**config.mk**
```make
export PLATFORM = sky130hd
export DESIGN_NAME = spm_prog_loader_flat
export DESIGN_NICKNAME = d
export VERILOG_FILES = /design/src/rtl/spm_pkg.sv /design/src/rtl/spm_prog_loader_if.sv /design/src/rtl/spm_loader_timeout.sv /design/src/rtl/spm_prog_loader.sv /design/src/flat_wrapper.sv
export SDC_FILE = /design/constraint.sdc
export NUM_CORES = 1
export LEC_CHECK = 0
export ABC_CLOCK_PERIOD_IN_PS = 5100
export CORE_ASPECT_RATIO = 1.75
export CORE_MARGIN = 1
export CORE_UTILIZATION = 49
export CTS_CLUSTER_DIAMETER = 200
export DETAILED_ROUTE_END_ITERATION = 7
export HOLD_SLACK_MARGIN = 0.12
export PLACE_DENSITY = 0.76
export SLEW_MARGIN = 40
export SYNTH_ARGS = -nofsm -noshare
export SYNTH_HDL_FRONTEND = slang
export SYNTH_SLANG_ARGS = --single-unit
```
**constraint.sdc**
```tcl
create_clock -name clk -period 5.1 [get_ports clk]
set_clock_uncertainty 0.1 [all_clocks]
set_input_delay 1.02 -clock clk [delete_from_list [all_inputs] [get_ports clk]]
set_output_delay 1.02 -clock clk [all_outputs]
set_load 0.01 [all_outputs]
```
**src/rtl/spm_pkg.sv**
```systemverilog
// spm_pkg: shared state encoding and constants for the stored-program machine loader
package spm_pkg;
    localparam int ADDR_W = 8;
    localparam logic [7:0] SYNC_DEF = 8'hA5;
    localparam logic CPU_RST_ACT = 1'b0;
    typedef enum logic [3:0] {
        S_HDR, S_LEN, S_DATA, S_CHK, S_WAIT, S_START, S_RUN, S_HALT, S_ERR
    } state_t;
endpackage

```
**src/rtl/spm_prog_loader_if.sv**
```systemverilog
// spm_prog_loader_if: byte-stream handshake plus program-memory write port
interface spm_prog_loader_if;
    import spm_pkg::*;
    logic in_valid;
    logic [7:0] in_data;
    logic in_ready;
    logic mem_sel;
    logic mem_we;
    logic [ADDR_W-1:0] mem_addr;
    logic [7:0] mem_wdata;
    modport slave(input in_valid, in_data, output in_ready, mem_sel, mem_we, mem_addr, mem_wdata);
    modport master(output in_valid, in_data, input in_ready, mem_sel, mem_we, mem_addr, mem_wdata);
endinterface

```
**src/rtl/spm_loader_timeout.sv**
```systemverilog
// spm_loader_timeout: idle counter that expires after CYC consecutive enabled cycles
module spm_loader_timeout #(
    parameter int CYC = 1024
) (
    input  logic clk,
    input  logic rst,
    input  logic clr,
    input  logic en,
    output logic expire
);
    localparam int W = $clog2(CYC);
    localparam logic [W-1:0] LAST = W'(CYC - 1);
    logic [W-1:0] cnt;
    always_ff @(posedge clk or negedge rst)
        if (!rst) cnt <= '0;
        else if (clr) cnt <= '0;
        else if (en && cnt != LAST) cnt <= cnt + W'(1);
    assign expire = en && cnt == LAST;
endmodule

```
**src/rtl/spm_prog_loader.sv**
```systemverilog
// spm_prog_loader: framed program loader and CPU run control.
// Define SPM_LOADER_CHKSUM_EN to require a trailing checksum byte per frame.
module spm_prog_loader
    import spm_pkg::*;
#(
    parameter logic [ADDR_W-1:0] LOAD_BASE = 8'h00,
    parameter logic [7:0] SYNC_BYTE = SYNC_DEF,
    parameter int TIMEOUT_CYC = 1024,
    parameter bit AUTO_RUN = 1'b1
) (
    input  logic clk,
    input  logic rst,
    spm_prog_loader_if.slave bus,
    input  logic run_i,
    input  logic halt_i,
    output logic cpu_rst_n,
    output logic busy,
    output logic running,
    output logic done,
    output logic err
);
    state_t state, nxt, load_nxt;
    logic [ADDR_W-1:0] addr;
    logic [8:0] cnt;
    logic live, xfer, sync, expire;
`ifdef SPM_LOADER_CHKSUM_EN
    logic [7:0] sum;
`endif
    // in_ready is held low until the first edge after reset release
    assign bus.in_ready = live && !(state inside {S_WAIT, S_START});
    assign bus.mem_sel = !(state inside {S_START, S_RUN, S_HALT});
    assign xfer = bus.in_valid && bus.in_ready;
    assign sync = xfer && bus.in_data == SYNC_BYTE;
    assign bus.mem_we = state == S_DATA && xfer;
    assign bus.mem_addr = addr;
    assign bus.mem_wdata = bus.in_data;
    assign busy = state inside {S_LEN, S_DATA, S_CHK};
    assign running = state == S_RUN;
    assign done = state == S_HALT;
    assign err = state == S_ERR;
    assign load_nxt = AUTO_RUN ? S_START : S_WAIT;
    spm_loader_timeout #(.CYC(TIMEOUT_CYC)) u_timeout (
        .clk, .rst, .clr(xfer || nxt != state), .en(busy), .expire
    );
    always_ff @(posedge clk or negedge rst)
        if (!rst) state <= S_HDR;
        else state <= nxt;
    always_comb begin
        nxt = state;
        case (state)
            S_HDR, S_ERR: nxt = sync ? S_LEN : state;
            S_LEN: nxt = xfer ? S_DATA : expire ? S_ERR : state;
`ifdef SPM_LOADER_CHKSUM_EN
            S_DATA: nxt = xfer && cnt == 9'd1 ? S_CHK : expire ? S_ERR : state;
            S_CHK: nxt = xfer ? (8'(sum + bus.in_data) == 8'h00 ? load_nxt : S_ERR) : expire ? S_ERR : state;
`else
            S_DATA: nxt = xfer && cnt == 9'd1 ? load_nxt : expire ? S_ERR : state;
`endif
            S_WAIT: nxt = run_i ? S_START : state;
            S_START: nxt = S_RUN;
            S_RUN: nxt = sync ? S_LEN : halt_i ? S_HALT : state;
            S_HALT: nxt = sync ? S_LEN : state;
            default: nxt = S_HDR;
        endcase
    end
    // a LEN byte of zero encodes a 256-byte frame
    always_ff @(posedge clk or negedge rst)
        if (!rst) begin
            addr <= LOAD_BASE;
            cnt <= '0;
            live <= 1'b0;
            cpu_rst_n <= CPU_RST_ACT;
        end else begin
            live <= 1'b1;
            cpu_rst_n <= nxt inside {S_RUN, S_HALT} ? !CPU_RST_ACT : CPU_RST_ACT;
            if (state == S_LEN && xfer) begin
                addr <= LOAD_BASE;
                cnt <= {bus.in_data == 8'h00, bus.in_data};
            end else if (bus.mem_we) begin
                addr <= addr + ADDR_W'(1);
                cnt <= cnt - 9'd1;
            end
        end
`ifdef SPM_LOADER_CHKSUM_EN
    always_ff @(posedge clk or negedge rst)
        if (!rst) sum <= '0;
        else if (state == S_LEN) sum <= '0;
        else if (bus.mem_we) sum <= sum + bus.in_data;
`endif
endmodule

```
**src/flat_wrapper.sv**
```systemverilog
// flat-port wrapper written by rule: the top's interface ports become plain ports
module spm_prog_loader_flat import spm_pkg::*;
#(
    parameter logic [ADDR_W-1:0] LOAD_BASE = 8'h00,
    parameter logic [7:0] SYNC_BYTE = SYNC_DEF,
    parameter int TIMEOUT_CYC = 1024,
    parameter bit AUTO_RUN = 1'b1
)
  (clk, rst, run_i, halt_i, cpu_rst_n, busy, running, done, err, bus_in_valid, bus_in_data, bus_in_ready, bus_mem_sel, bus_mem_we, bus_mem_addr, bus_mem_wdata);
  spm_prog_loader_if bus_i ();
  input  logic clk;
  input  logic rst;
  input  logic run_i;
  input  logic halt_i;
  output logic cpu_rst_n;
  output logic busy;
  output logic running;
  output logic done;
  output logic err;
  input wire logic [$bits(bus_i.in_valid)-1:0] bus_in_valid;
  input wire logic [$bits(bus_i.in_data)-1:0] bus_in_data;
  output wire logic [$bits(bus_i.in_ready)-1:0] bus_in_ready;
  output wire logic [$bits(bus_i.mem_sel)-1:0] bus_mem_sel;
  output wire logic [$bits(bus_i.mem_we)-1:0] bus_mem_we;
  output wire logic [$bits(bus_i.mem_addr)-1:0] bus_mem_addr;
  output wire logic [$bits(bus_i.mem_wdata)-1:0] bus_mem_wdata;
  assign bus_i.in_valid = bus_in_valid;
  assign bus_i.in_data = bus_in_data;
  assign bus_in_ready = bus_i.in_ready;
  assign bus_mem_sel = bus_i.mem_sel;
  assign bus_mem_we = bus_i.mem_we;
  assign bus_mem_addr = bus_i.mem_addr;
  assign bus_mem_wdata = bus_i.mem_wdata;
  spm_prog_loader #(.LOAD_BASE(LOAD_BASE), .SYNC_BYTE(SYNC_BYTE), .TIMEOUT_CYC(TIMEOUT_CYC), .AUTO_RUN(AUTO_RUN)) u_core (.clk(clk), .rst(rst), .bus(bus_i), .run_i(run_i), .halt_i(halt_i), .cpu_rst_n(cpu_rst_n), .busy(busy), .running(running), .done(done), .err(err));
endmodule
```
==> impl_results.rst, run 1 <==
.. list-table::
   :header-rows: 1

   * - Metric
     - Value
   * - Critical path arrival
     - 2.91 ns
   * - Number of placement rows
     - 30
   * - TritonCTS clock tree
     - built
   * - Post-Synth Simple-Gate Area
     - 0.261
   * - Instance count of the mapped netlist
     - 218
   * - Overall Global Routing Usage
     - 0.236
   * - Ys Warns
     - 0
   * - Fin. max-slew vios
     - 0
   * - Outcome
     - finished, final reports clean
   * - CTS-repair resized insts
     - 0
   * - Number of antenna violations at the first check in global routing
     - 0
   * - Start point of the worst min-delay path
     - u_core.cnt[7]
   * - Mux share of post-synthesis cell area
     - 0.0101
   * - Utilization after layout
     - 0.628
   * - Detailed-route vias per instance
     - 5.83
   * - Clock tree sinks
     - 33
   * - Aggregate routed wire length
     - 4450 µm
   * - Fin crit period
     - 4.03 ns
   * - Area share of the largest cell type after synthesis
     - 0.417
   * - Static Leakage
     - 1.07 nW
   * - Post-layout instance count excluding filler cells
     - 300
   * - Floorplan Core Area
     - 3870 µm²
   * - Predominant post-synthesis flop cell
     - sky130_fd_sc_hd__dfrtp_1
   * - Number of buffers inserted by port buffering
     - 36
   * - CTS H-Tree Depth
     - 2
   * - Synth-to-layout area growth
     - 22.5%
   * - Complex-gate fraction of the synthesized area
     - 0.172
   * - Clk slew on worst S/H paths
     - 0.07 ns
   * - Post-DRT Antenna Nets
     - 0
   * - Post-synth ARST share
     - 1.00
   * - Origin of the critical flop-to-flop path
     - u_core.cnt[1]
   * - Fraction of layout cells with a size suffix above 1
     - 0.0754
   * - Wire length per cell after detailed routing
     - 14.8 µm
   * - Average footprint of a synthesized cell
     - 9.09 µm²
   * - Critical Path RT
     - 3.98 ns
   * - RSZ-0062 raised after global routing
     - no
   * - Critical path start-end classification
     - in -> out
   * - Initial core utilization
     - 0.513
   * - Worst setup SP type
     - primary input
   * - Starting DRT DRC Count
     - 45
   * - Adder-cell area share of the yosys netlist
     - 0.0253
   * - Sequential cell area fraction in the yosys report
     - 0.417
   * - Highest clock frequency the design can meet
     - 0.248 GHz
   * - Leading area contributor after synthesis
     - sky130_fd_sc_hd__dfrtp_1
   * - Global-route wire length before repair
     - 7700 µm
   * - Hold buffers post-CTS
     - 0
   * - Crit. End Element
     - output port
   * - Syn nets
     - 235
   * - Total Die Area
     - 4310 µm²
   * - Synth top area cells
     - sky130_fd_sc_hd__dfrtp_1 (42%), sky130_fd_sc_hd__nor2_1 (6.8%), sky130_fd_sc_hd__xor2_1 (4.0%), sky130_fd_sc_hd__buf_4 (3.0%), sky130_fd_sc_hd__nand2_1 (2.8%)
   * - Number of storage elements in the synthesis netlist
     - 33
   * - Largest net degree at the start of global routing
     - 34
   * - Largest family of logic cells by synthesized area
     - simple AND/OR/NAND/NOR gates
   * - Setup Total Neg Slack
     - 0 ns
   * - Final GP Congestion
     - 0.811
   * - Transition time of the tightest slew-check pin
     - 0.628 ns
   * - Die Wd
     - 50.1 µm
   * - MaxCap Viol Count
     - 0
   * - Setup-violating endpoint count in the final report
     - 0
   * - Number of diodes
     - 0
   * - Ratio of final minimum period to clock period
     - 0.791
   * - Root buf cell
     - sky130_fd_sc_hd__clkbuf_8
   * - Total instance count after detailed placement
     - 292
   * - Net total in the final layout
     - 268
   * - Count of boundary I/O pins
     - 37
   * - Slew Limit Headroom
     - 0.582
   * - Post-CTS Setup Repair Bufs
     - 0
   * - Area after detailed placement
     - 2340 µm²
   * - Areal power density over the cells
     - 216 nW/µm²
   * - Maximum vdd ir drop
     - 0.000169 V
   * - Length of the first detailed-routing pass in iterations
     - 4
   * - Floorplan die height
     - 86.1 µm
   * - Number of buffers added by the clock tree synthesis step
     - 5
   * - Worst min-delay path class
     - reg -> reg
   * - Share of the synthesized netlist area taken by xor and xnor gates
     - 0.0574
   * - Final std cell area, no fill
     - 2430 µm²
   * - Cell Area, Synth
     - 1980 µm²
   * - Register-to-Register Setup Slack
     - 2.52 ns
   * - Remaining design rule violation count
     - 0
   * - Total gr overflow
     - 0
   * - Via count
     - 1750
   * - Number of enable flip-flop cells after synthesis
     - 0
   * - CP max FO
     - 11
   * - Clock Tree Buf Depth
     - 2
   * - Count of distinct cell types in the synthesized netlist
     - 49
   * - Post-DP HPWL
     - 3160 µm
   * - Final-report hold violation count
     - 0
   * - Number of global-route vias before repair
     - 1767
   * - Worst skew pair latency
     - 0.29 ns
   * - Critical path origin
     - bus_in_valid
## layer usage
layer / global-route usage / wire, µm
met5: 0 / 0
met2: 0.418 / 2340
met1: 0.259 / 1810
met4: 0.122 / 115
met3: 0.0426 / 182
## sequential cells by signal, summed over array words and instances (netlist names)
signal	count
u_core.bus.mem_addr	8
u_core.cnt	9
u_core.cpu_rst_n	1
u_core.live	1
u_core.state	4
u_core.u_timeout.cnt	10
## logic make-up (layout without fill, tap and decap cells)
group / Yosys count / after routing
AND/OR/NAND/NOR: 100 / 100
adder cells (fa/ha/maj): 4 / 4
flip-flops: 33 / 33
AO/OA/AOI/OAI: 44 / 44
other: 1 / 1
multiplexers: 2 / 2
buffers and inverters: 21 / 55
XOR/XNOR: 13 / 13
## per-stage QoR
step,setup WS [ns],total power [mW],hold slack [ns]
2_1_floorplan,2.48,0.303,0.368
4_1_cts,1.09,0.532,0.416
3_3_place_gp,1.15,0.331,0.391
6_report,1.07,0.526,0.412
5_1_grt,0.942,0.548,0.469
3_5_place_dp,1.10,0.332,0.398
## cell usage after synthesis (5+ instances only)
cell,count
sky130_fd_sc_hd__o21ai_0,10
sky130_fd_sc_hd__nor2_1,36
sky130_fd_sc_hd__dfrtp_1,33
sky130_fd_sc_hd__nand2_1,15
sky130_fd_sc_hd__nand2b_1,6
sky130_fd_sc_hd__xor2_1,9
sky130_fd_sc_hd__inv_1,8
sky130_fd_sc_hd__buf_4,8
sky130_fd_sc_hd__a21oi_1,5
sky130_fd_sc_hd__and3_1,5
sky130_fd_sc_hd__nand3_1,10
sky130_fd_sc_hd__nor3_1,5
## report_power, final
| group | switching, mW | internal, mW |
|---|---|---|
| Sequential | 0.00526 | 0.266 |
| Clock | 0.105 | 0.0942 |
| Combinational | 0.0285 | 0.0265 |
| Total | 0.139 | 0.387 |
## cell type report
type / instances / area [µm²]
flip-flops and latches: 33 / 826
repair buffers: 38 / 375
fillers: 330 / 1440
inverters: 9 / 33.8
multi-input cells: 164 / 1050
clock inverters: 3 / 17.5
clock buffers: 5 / 68.8
well taps: 48 / 60.1
## worst max-delay path: stages
cell	delay, ns
sky130_fd_sc_hd__clkdlybuf4s50_1	0.49
sky130_fd_sc_hd__and2_1	0.23
sky130_fd_sc_hd__nand3_1	0.32
sky130_fd_sc_hd__clkinv_1	0.27
sky130_fd_sc_hd__clkdlybuf4s50_1	0.57
## path summary, 6_finish.rpt
path,cells after the start,end
worst max-delay path,5,bus_mem_we
worst min-delay path,2,u_core.cnt[7]
max in group asynchronous,2,u_core.u_timeout.cnt[0]
min in group asynchronous,2,u_core.cnt[8]
worst min register to register,2,u_core.cnt[7]
worst max register to register,8,u_core.u_timeout.cnt[6]
## cell usage in the layout (no fill, tap or decap), drive strengths merged, types with 6 or more instances in the layout
cell type      synthesis  routed
o21ai                 10      10
nand3                 10      10
inv                    8       8
nor2                  36      36
clkdlybuf4s50          0      36
a21oi                  6       6
dfrtp                 33      33
nand2b                 6       6
nand2                 15      15
xor2                   9       9
(Power assumes the default switching activity.)
==> run 2, diff against run 1 <==
ABC_CLOCK_PERIOD_IN_PS = 3820   (was 5100)
clock period = 3.82 ns   (was 5.1 ns; I/O delays follow)
==> run 2 against run 1 <==
First-iteration DRC count grew 42%. Combinational power increased by 31%. Clock power up 32%. Power grew 33%. Worst hold slack gained 0.027 ns. Die area stayed put. Critical path depth stayed put. Non-clock buffer count grew 2. Largest power group unchanged.
==> impl_results.rst, run 2 (synthesized netlist as in run 1, its figures left out) <==
.. list-table::
   :header-rows: 1

   * - Metric
     - Value
   * - MaxCap Viol Count
     - 0
   * - Clock tree sinks
     - 33
   * - Root buf cell
     - sky130_fd_sc_hd__clkbuf_8
   * - Fin. max-slew vios
     - 0
   * - Number of antenna violations at the first check in global routing
     - 0
   * - Floorplan die height
     - 86.1 µm
   * - Static Leakage
     - 1.08 nW
   * - Aggregate routed wire length
     - 4320 µm
   * - Number of buffers inserted by port buffering
     - 36
   * - Length of the first detailed-routing pass in iterations
     - 4
   * - Starting DRT DRC Count
     - 64
   * - TritonCTS clock tree
     - built
   * - Origin of the critical flop-to-flop path
     - u_core.cnt[1]
   * - CTS H-Tree Depth
     - 2
   * - Largest net degree at the start of global routing
     - 34
   * - Net total in the final layout
     - 270
   * - Number of buffers added by the clock tree synthesis step
     - 5
   * - Clk slew on worst S/H paths
     - 0.07 ns
   * - Total gr overflow
     - 0
   * - Die Wd
     - 50.1 µm
   * - Via count
     - 1739
   * - Slew Limit Headroom
     - 0.593
   * - Areal power density over the cells
     - 286 nW/µm²
   * - Final-report hold violation count
     - 0
   * - Critical Path RT
     - 2.96 ns
   * - Start point of the worst min-delay path
     - u_core.cnt[7]
   * - Post-CTS Setup Repair Bufs
     - 0
   * - Overall Global Routing Usage
     - 0.220
   * - Setup Total Neg Slack
     - 0 ns
   * - Detailed-route vias per instance
     - 5.76
   * - Critical path arrival
     - 2.26 ns
   * - Critical path start-end classification
     - in -> out
   * - Fraction of layout cells with a size suffix above 1
     - 0.0827
   * - Final GP Congestion
     - 0.871
   * - Number of global-route vias before repair
     - 1714
   * - Setup-violating endpoint count in the final report
     - 0
   * - Number of flip-flops under the largest register name
     - 10
   * - RSZ-0062 raised after global routing
     - no
   * - Transition time of the tightest slew-check pin
     - 0.610 ns
   * - Remaining design rule violation count
     - 0
   * - Clock Tree Buf Depth
     - 2
   * - Ratio of final minimum period to clock period
     - 0.819
   * - Total Power Consumption
     - 0.698 mW
   * - CTS-repair resized insts
     - 0
   * - Worst min-delay path class
     - reg -> reg
   * - Total Die Area
     - 4310 µm²
   * - Synth-to-layout area growth
     - 23.3%
   * - Crit Reg-Reg Endpoint
     - u_core.u_timeout.cnt[2]
   * - Maximum vdd ir drop
     - 0.000260 V
   * - Fin crit period
     - 3.13 ns
   * - CP max FO
     - 5
   * - Post-DP HPWL
     - 3160 µm
   * - Wire length per cell after detailed routing
     - 14.3 µm
   * - Number of placement rows
     - 30
   * - Number of diodes
     - 0
   * - Crit. End Element
     - output port
   * - Depth of the worst register-to-register path
     - 8
   * - Hold-critical path depth
     - 2
   * - Hold buffers post-CTS
     - 0
   * - Outcome
     - finished, final reports clean
   * - Highest clock frequency the design can meet
     - 0.320 GHz
   * - Register name with the most flops
     - u_core.u_timeout.cnt
   * - Worst setup SP type
     - primary input
   * - Global-route wire length before repair
     - 7300 µm
   * - Floorplan Core Area
     - 3870 µm²
   * - Register-to-Register Setup Slack
     - 1.27 ns
   * - Count of boundary I/O pins
     - 37
   * - Worst hold endpoint
     - u_core.cnt[7]
   * - Top library cells by usage in the layout, fill and taps aside
     - sky130_fd_sc_hd__nor2_1 (36), sky130_fd_sc_hd__clkdlybuf4s50_1 (36), sky130_fd_sc_hd__dfrtp_1 (33)
   * - Post-DRT Antenna Nets
     - 0
   * - Initial core utilization
     - 0.513
   * - Worst skew pair latency
     - 0.29 ns
[run 2: changes by cell type in the layout (fill, tap and decap cells not counted)]
cell / before / now
sky130_fd_sc_hd__buf_4: 2 / 4
[run 2: layout make-up]
class | instances | area (µm²)
Multi-Input combinational cell | 164 | 1050
Tap cell | 48 | 60.1
Inverter | 9 | 33.8
Sequential cell | 33 | 826
Clock buffer | 5 | 68.8
Fill cell | 346 | 1420
Clock inverter | 3 | 17.5
Timing Repair Buffer | 40 | 390
[run 2: worst max path at each step]
| stage | from | end | slack [ns] |
|---|---|---|---|
| after floorplan | u_core.cnt[1] | u_core.u_timeout.cnt[2] | 1.50 |
| after global routing | bus_in_valid | bus_mem_we | 0.63 |
| after global placement | bus_in_valid | bus_mem_we | 0.70 |
| after detailed placement | bus_in_valid | bus_mem_we | 0.69 |
| final | bus_in_valid | bus_mem_we | 0.69 |
| after CTS | bus_in_valid | bus_mem_we | 0.68 |
[run 2: per-stage QoR]
stage	instance area, µm²	cells	util	setup slack [ns]	hold WS [ns]
final	2440	302	0.632	0.692	0.439
after global placement	2360	294	0.610	0.699	0.400
after floorplan	1980	218	-	1.50	0.368
after global routing	2440	302	0.632	0.629	0.458
after detailed placement	2360	294	0.610	0.690	0.416
after CTS	2440	302	0.632	0.680	0.432
[run 2: critical path, stage by stage]
cell and delay (ns):
sky130_fd_sc_hd__clkdlybuf4s50_1 0.49, sky130_fd_sc_hd__and2_1 0.23, sky130_fd_sc_hd__nand3_1 0.15, sky130_fd_sc_hd__clkinv_1 0.10, sky130_fd_sc_hd__clkdlybuf4s50_1 0.53
[run 2: layer usage]
layer,track usage,part of all wire,vias to the layer above
met5,0,0,-
met4,0.0805,0.013,0
met3,0.0301,0.036,5
met2,0.407,0.55,49
met1,0.246,0.40,835
li1,-,-,850
[run 2: power breakdown]
| group | total (mW) | internal, mW | switching, mW |
|---|---|---|---|
| Sequential | 0.363 | 0.356 | 0.00699 |
| Clock | 0.263 | 0.126 | 0.137 |
| Combinational | 0.0721 | 0.0355 | 0.0366 |
| Total | 0.698 | 0.517 | 0.181 |
==> run 3, diff against run 2 <==
ABC_CLOCK_PERIOD_IN_PS = 2900   (was 3820)
clock period = 2.9 ns   (was 3.82 ns; I/O delays follow)
==> run 3 against run 2 <==
Sequential share of layout area down 1.0 points. Sequential power up 31%. Clock-buffer cell count is the same. Highest routed layer unchanged. Via count is 3.3% higher. Final cell count is 1.3% higher. Non-clock buffer count grew 4. Largest power group is now the clock network. Worst setup slack worse by 0.57 ns. Critical endpoint unchanged. Largest cell class unchanged. Combinational power increased by 38%.
==> impl_results.rst, run 3 (synthesized netlist as in run 1, its figures left out) <==
.. list-table::
   :header-rows: 1

   * - Metric
     - Value
   * - Outcome
     - finished, final reports clean
   * - Global-route wire length before repair
     - 7900 µm
   * - Fraction of layout cells with a size suffix above 1
     - 0.0969
   * - Remaining design rule violation count
     - 0
   * - Areal power density over the cells
     - 438 nW/µm²
   * - Die Wd
     - 50.1 µm
   * - Net total in the final layout
     - 274
   * - Number of buffers added by the clock tree synthesis step
     - 5
   * - CTS-repair resized insts
     - 0
   * - Register name with the most flops
     - u_core.u_timeout.cnt
   * - Clock share of power
     - 0.478
   * - Count of boundary I/O pins
     - 37
   * - Wire length per cell after detailed routing
     - 15.3 µm
   * - Starting DRT DRC Count
     - 61
   * - CP max FO
     - 5
   * - Critical Path RT
     - 2.22 ns
   * - Final-report hold violation count
     - 0
   * - Floorplan Core Area
     - 3870 µm²
   * - Largest net degree at the start of global routing
     - 34
   * - Aggregate routed wire length
     - 4690 µm
   * - Via count
     - 1797
   * - Top library cells by usage in the layout, fill and taps aside
     - sky130_fd_sc_hd__nor2_1 (36), sky130_fd_sc_hd__clkdlybuf4s50_1 (36), sky130_fd_sc_hd__dfrtp_1 (33)
   * - Number of placement rows
     - 30
   * - Ratio of final minimum period to clock period
     - 0.957
   * - RSZ-0062 raised after global routing
     - no
   * - Setup-violating endpoint count in the final report
     - 0
   * - Root buf cell
     - sky130_fd_sc_hd__clkbuf_8
   * - Total gr overflow
     - 0
   * - Part of the total power dissipated in sequential elements
     - 0.432
   * - Post-layout instance count excluding filler cells
     - 306
   * - CTS H-Tree Depth
     - 2
   * - Worst skew pair latency
     - 0.29 ns
   * - Layout fillers
     - 336
   * - Number of antenna violations at the first check in global routing
     - 0
   * - Utilization after layout
     - 0.652
   * - Number of buffers inserted by port buffering
     - 36
   * - Clk slew on worst S/H paths
     - 0.08 ns
   * - Combinational Power Share
     - 0.090
   * - Length of the first detailed-routing pass in iterations
     - 4
   * - Post-DP HPWL
     - 3400 µm
   * - Hold buffers post-CTS
     - 0
   * - Crit. End Element
     - output port
   * - MaxCap Viol Count
     - 0
   * - Clock Tree Buf Depth
     - 2
   * - Synth-to-layout area growth
     - 27.2%
   * - Initial core utilization
     - 0.513
   * - Final GP Congestion
     - 0.878
   * - Clock tree sinks
     - 33
   * - Total instance count after detailed placement
     - 298
   * - Number of flip-flops under the largest register name
     - 10
   * - Worst min-delay path class
     - reg -> reg
   * - Maximum vdd ir drop
     - 0.000338 V
   * - Static Leakage
     - 1.12 nW
   * - Number of global-route vias before repair
     - 1786
   * - Floorplan die height
     - 86.1 µm
   * - TritonCTS clock tree
     - built
   * - Setup Total Neg Slack
     - 0 ns
   * - Worst setup SP type
     - primary input
   * - Tightest hold margin
     - 0.434 ns
   * - Post-DRT Antenna Nets
     - 0
   * - Highest clock frequency the design can meet
     - 0.360 GHz
   * - Critical path arrival
     - 2.09 ns
   * - Overall Global Routing Usage
     - 0.240
   * - Number of diodes
     - 0
   * - Switching power
     - 0.245 mW
   * - Fin. max-slew vios
     - 0
   * - Post-CTS Setup Repair Bufs
     - 0
   * - Total Die Area
     - 4310 µm²
   * - Cell-internal power
     - 0.859 mW
   * - Fin crit period
     - 2.77 ns
   * - Critical path start-end classification
     - in -> out
   * - Switching fraction of total power
     - 0.222
   * - Detailed-route vias per instance
     - 5.87
## run 3: worst max-delay path, cell delays in order
cell	delay (ns)
sky130_fd_sc_hd__clkdlybuf4s50_1	0.51
sky130_fd_sc_hd__and2_1	0.23
sky130_fd_sc_hd__nand3_1	0.15
sky130_fd_sc_hd__clkinv_1	0.09
sky130_fd_sc_hd__clkdlybuf4s50_1	0.53
## run 3: per-layer routing
| layer | share of wire | track usage | wire (µm) | up-vias |
|---|---|---|---|---|
| li1 | - | - | - | 850 |
| met1 | 0.40 | 0.266 | 1880 | 867 |
| met2 | 0.53 | 0.412 | 2470 | 67 |
| met3 | 0.040 | 0.0461 | 186 | 13 |
| met4 | 0.034 | 0.143 | 157 | 0 |
| met5 | 0 | 0 | 0 | - |
## run 3: worst paths after layout
path	startpoint	endpoint	slack [ns]	depth (start not counted)
hold reg to reg	u_core.cnt[7]	u_core.cnt[7]	0.43	2
hold / removal	u_core.cnt[7]	u_core.cnt[7]	0.43	2
setup / recovery	bus_in_valid	bus_mem_we	0.13	5
min in group asynchronous	rst	u_core.state[2]	0.60	2
max in group asynchronous	rst	u_core.bus.mem_addr[4]	1.79	2
setup reg to reg	u_core.cnt[1]	u_core.u_timeout.cnt[2]	0.36	8
## run 3: stage by stage
| stage | instance area (µm²) | total power, mW | setup slack [ns] |
|---|---|---|---|
| after floorplan | 1980 | 0.533 | 0.584 |
| after global placement | 2390 | 0.584 | 0.140 |
| after detailed placement | 2390 | 0.586 | 0.132 |
| after CTS | 2520 | 1.11 | 0.117 |
| after global routing | 2520 | 1.14 | 0.0609 |
| final | 2520 | 1.10 | 0.125 |
## run 3: final cells by class
class / instances / area (µm²) / share of cell area
Multi-Input combinational cell: 164 / 1050 / 0.415
Sequential cell: 33 / 826 / 0.328
Timing Repair Buffer: 44 / 420 / 0.167
Clock buffer: 5 / 68.8 / 0.0273
Clock inverter: 3 / 65.1 / 0.0258
Tap cell: 48 / 60.1 / 0.0238
Inverter: 9 / 33.8 / 0.0134
## run 3: power by group through the flow
stage	clock, mW	sequential (mW)	combinational [mW]
5_1_grt	0.554	0.478	0.110
2_1_floorplan	0	0.485	0.0485
6_report	0.528	0.477	0.0995
3_3_place_gp	0	0.485	0.0992
4_1_cts	0.535	0.477	0.101
3_5_place_dp	0	0.486	0.100
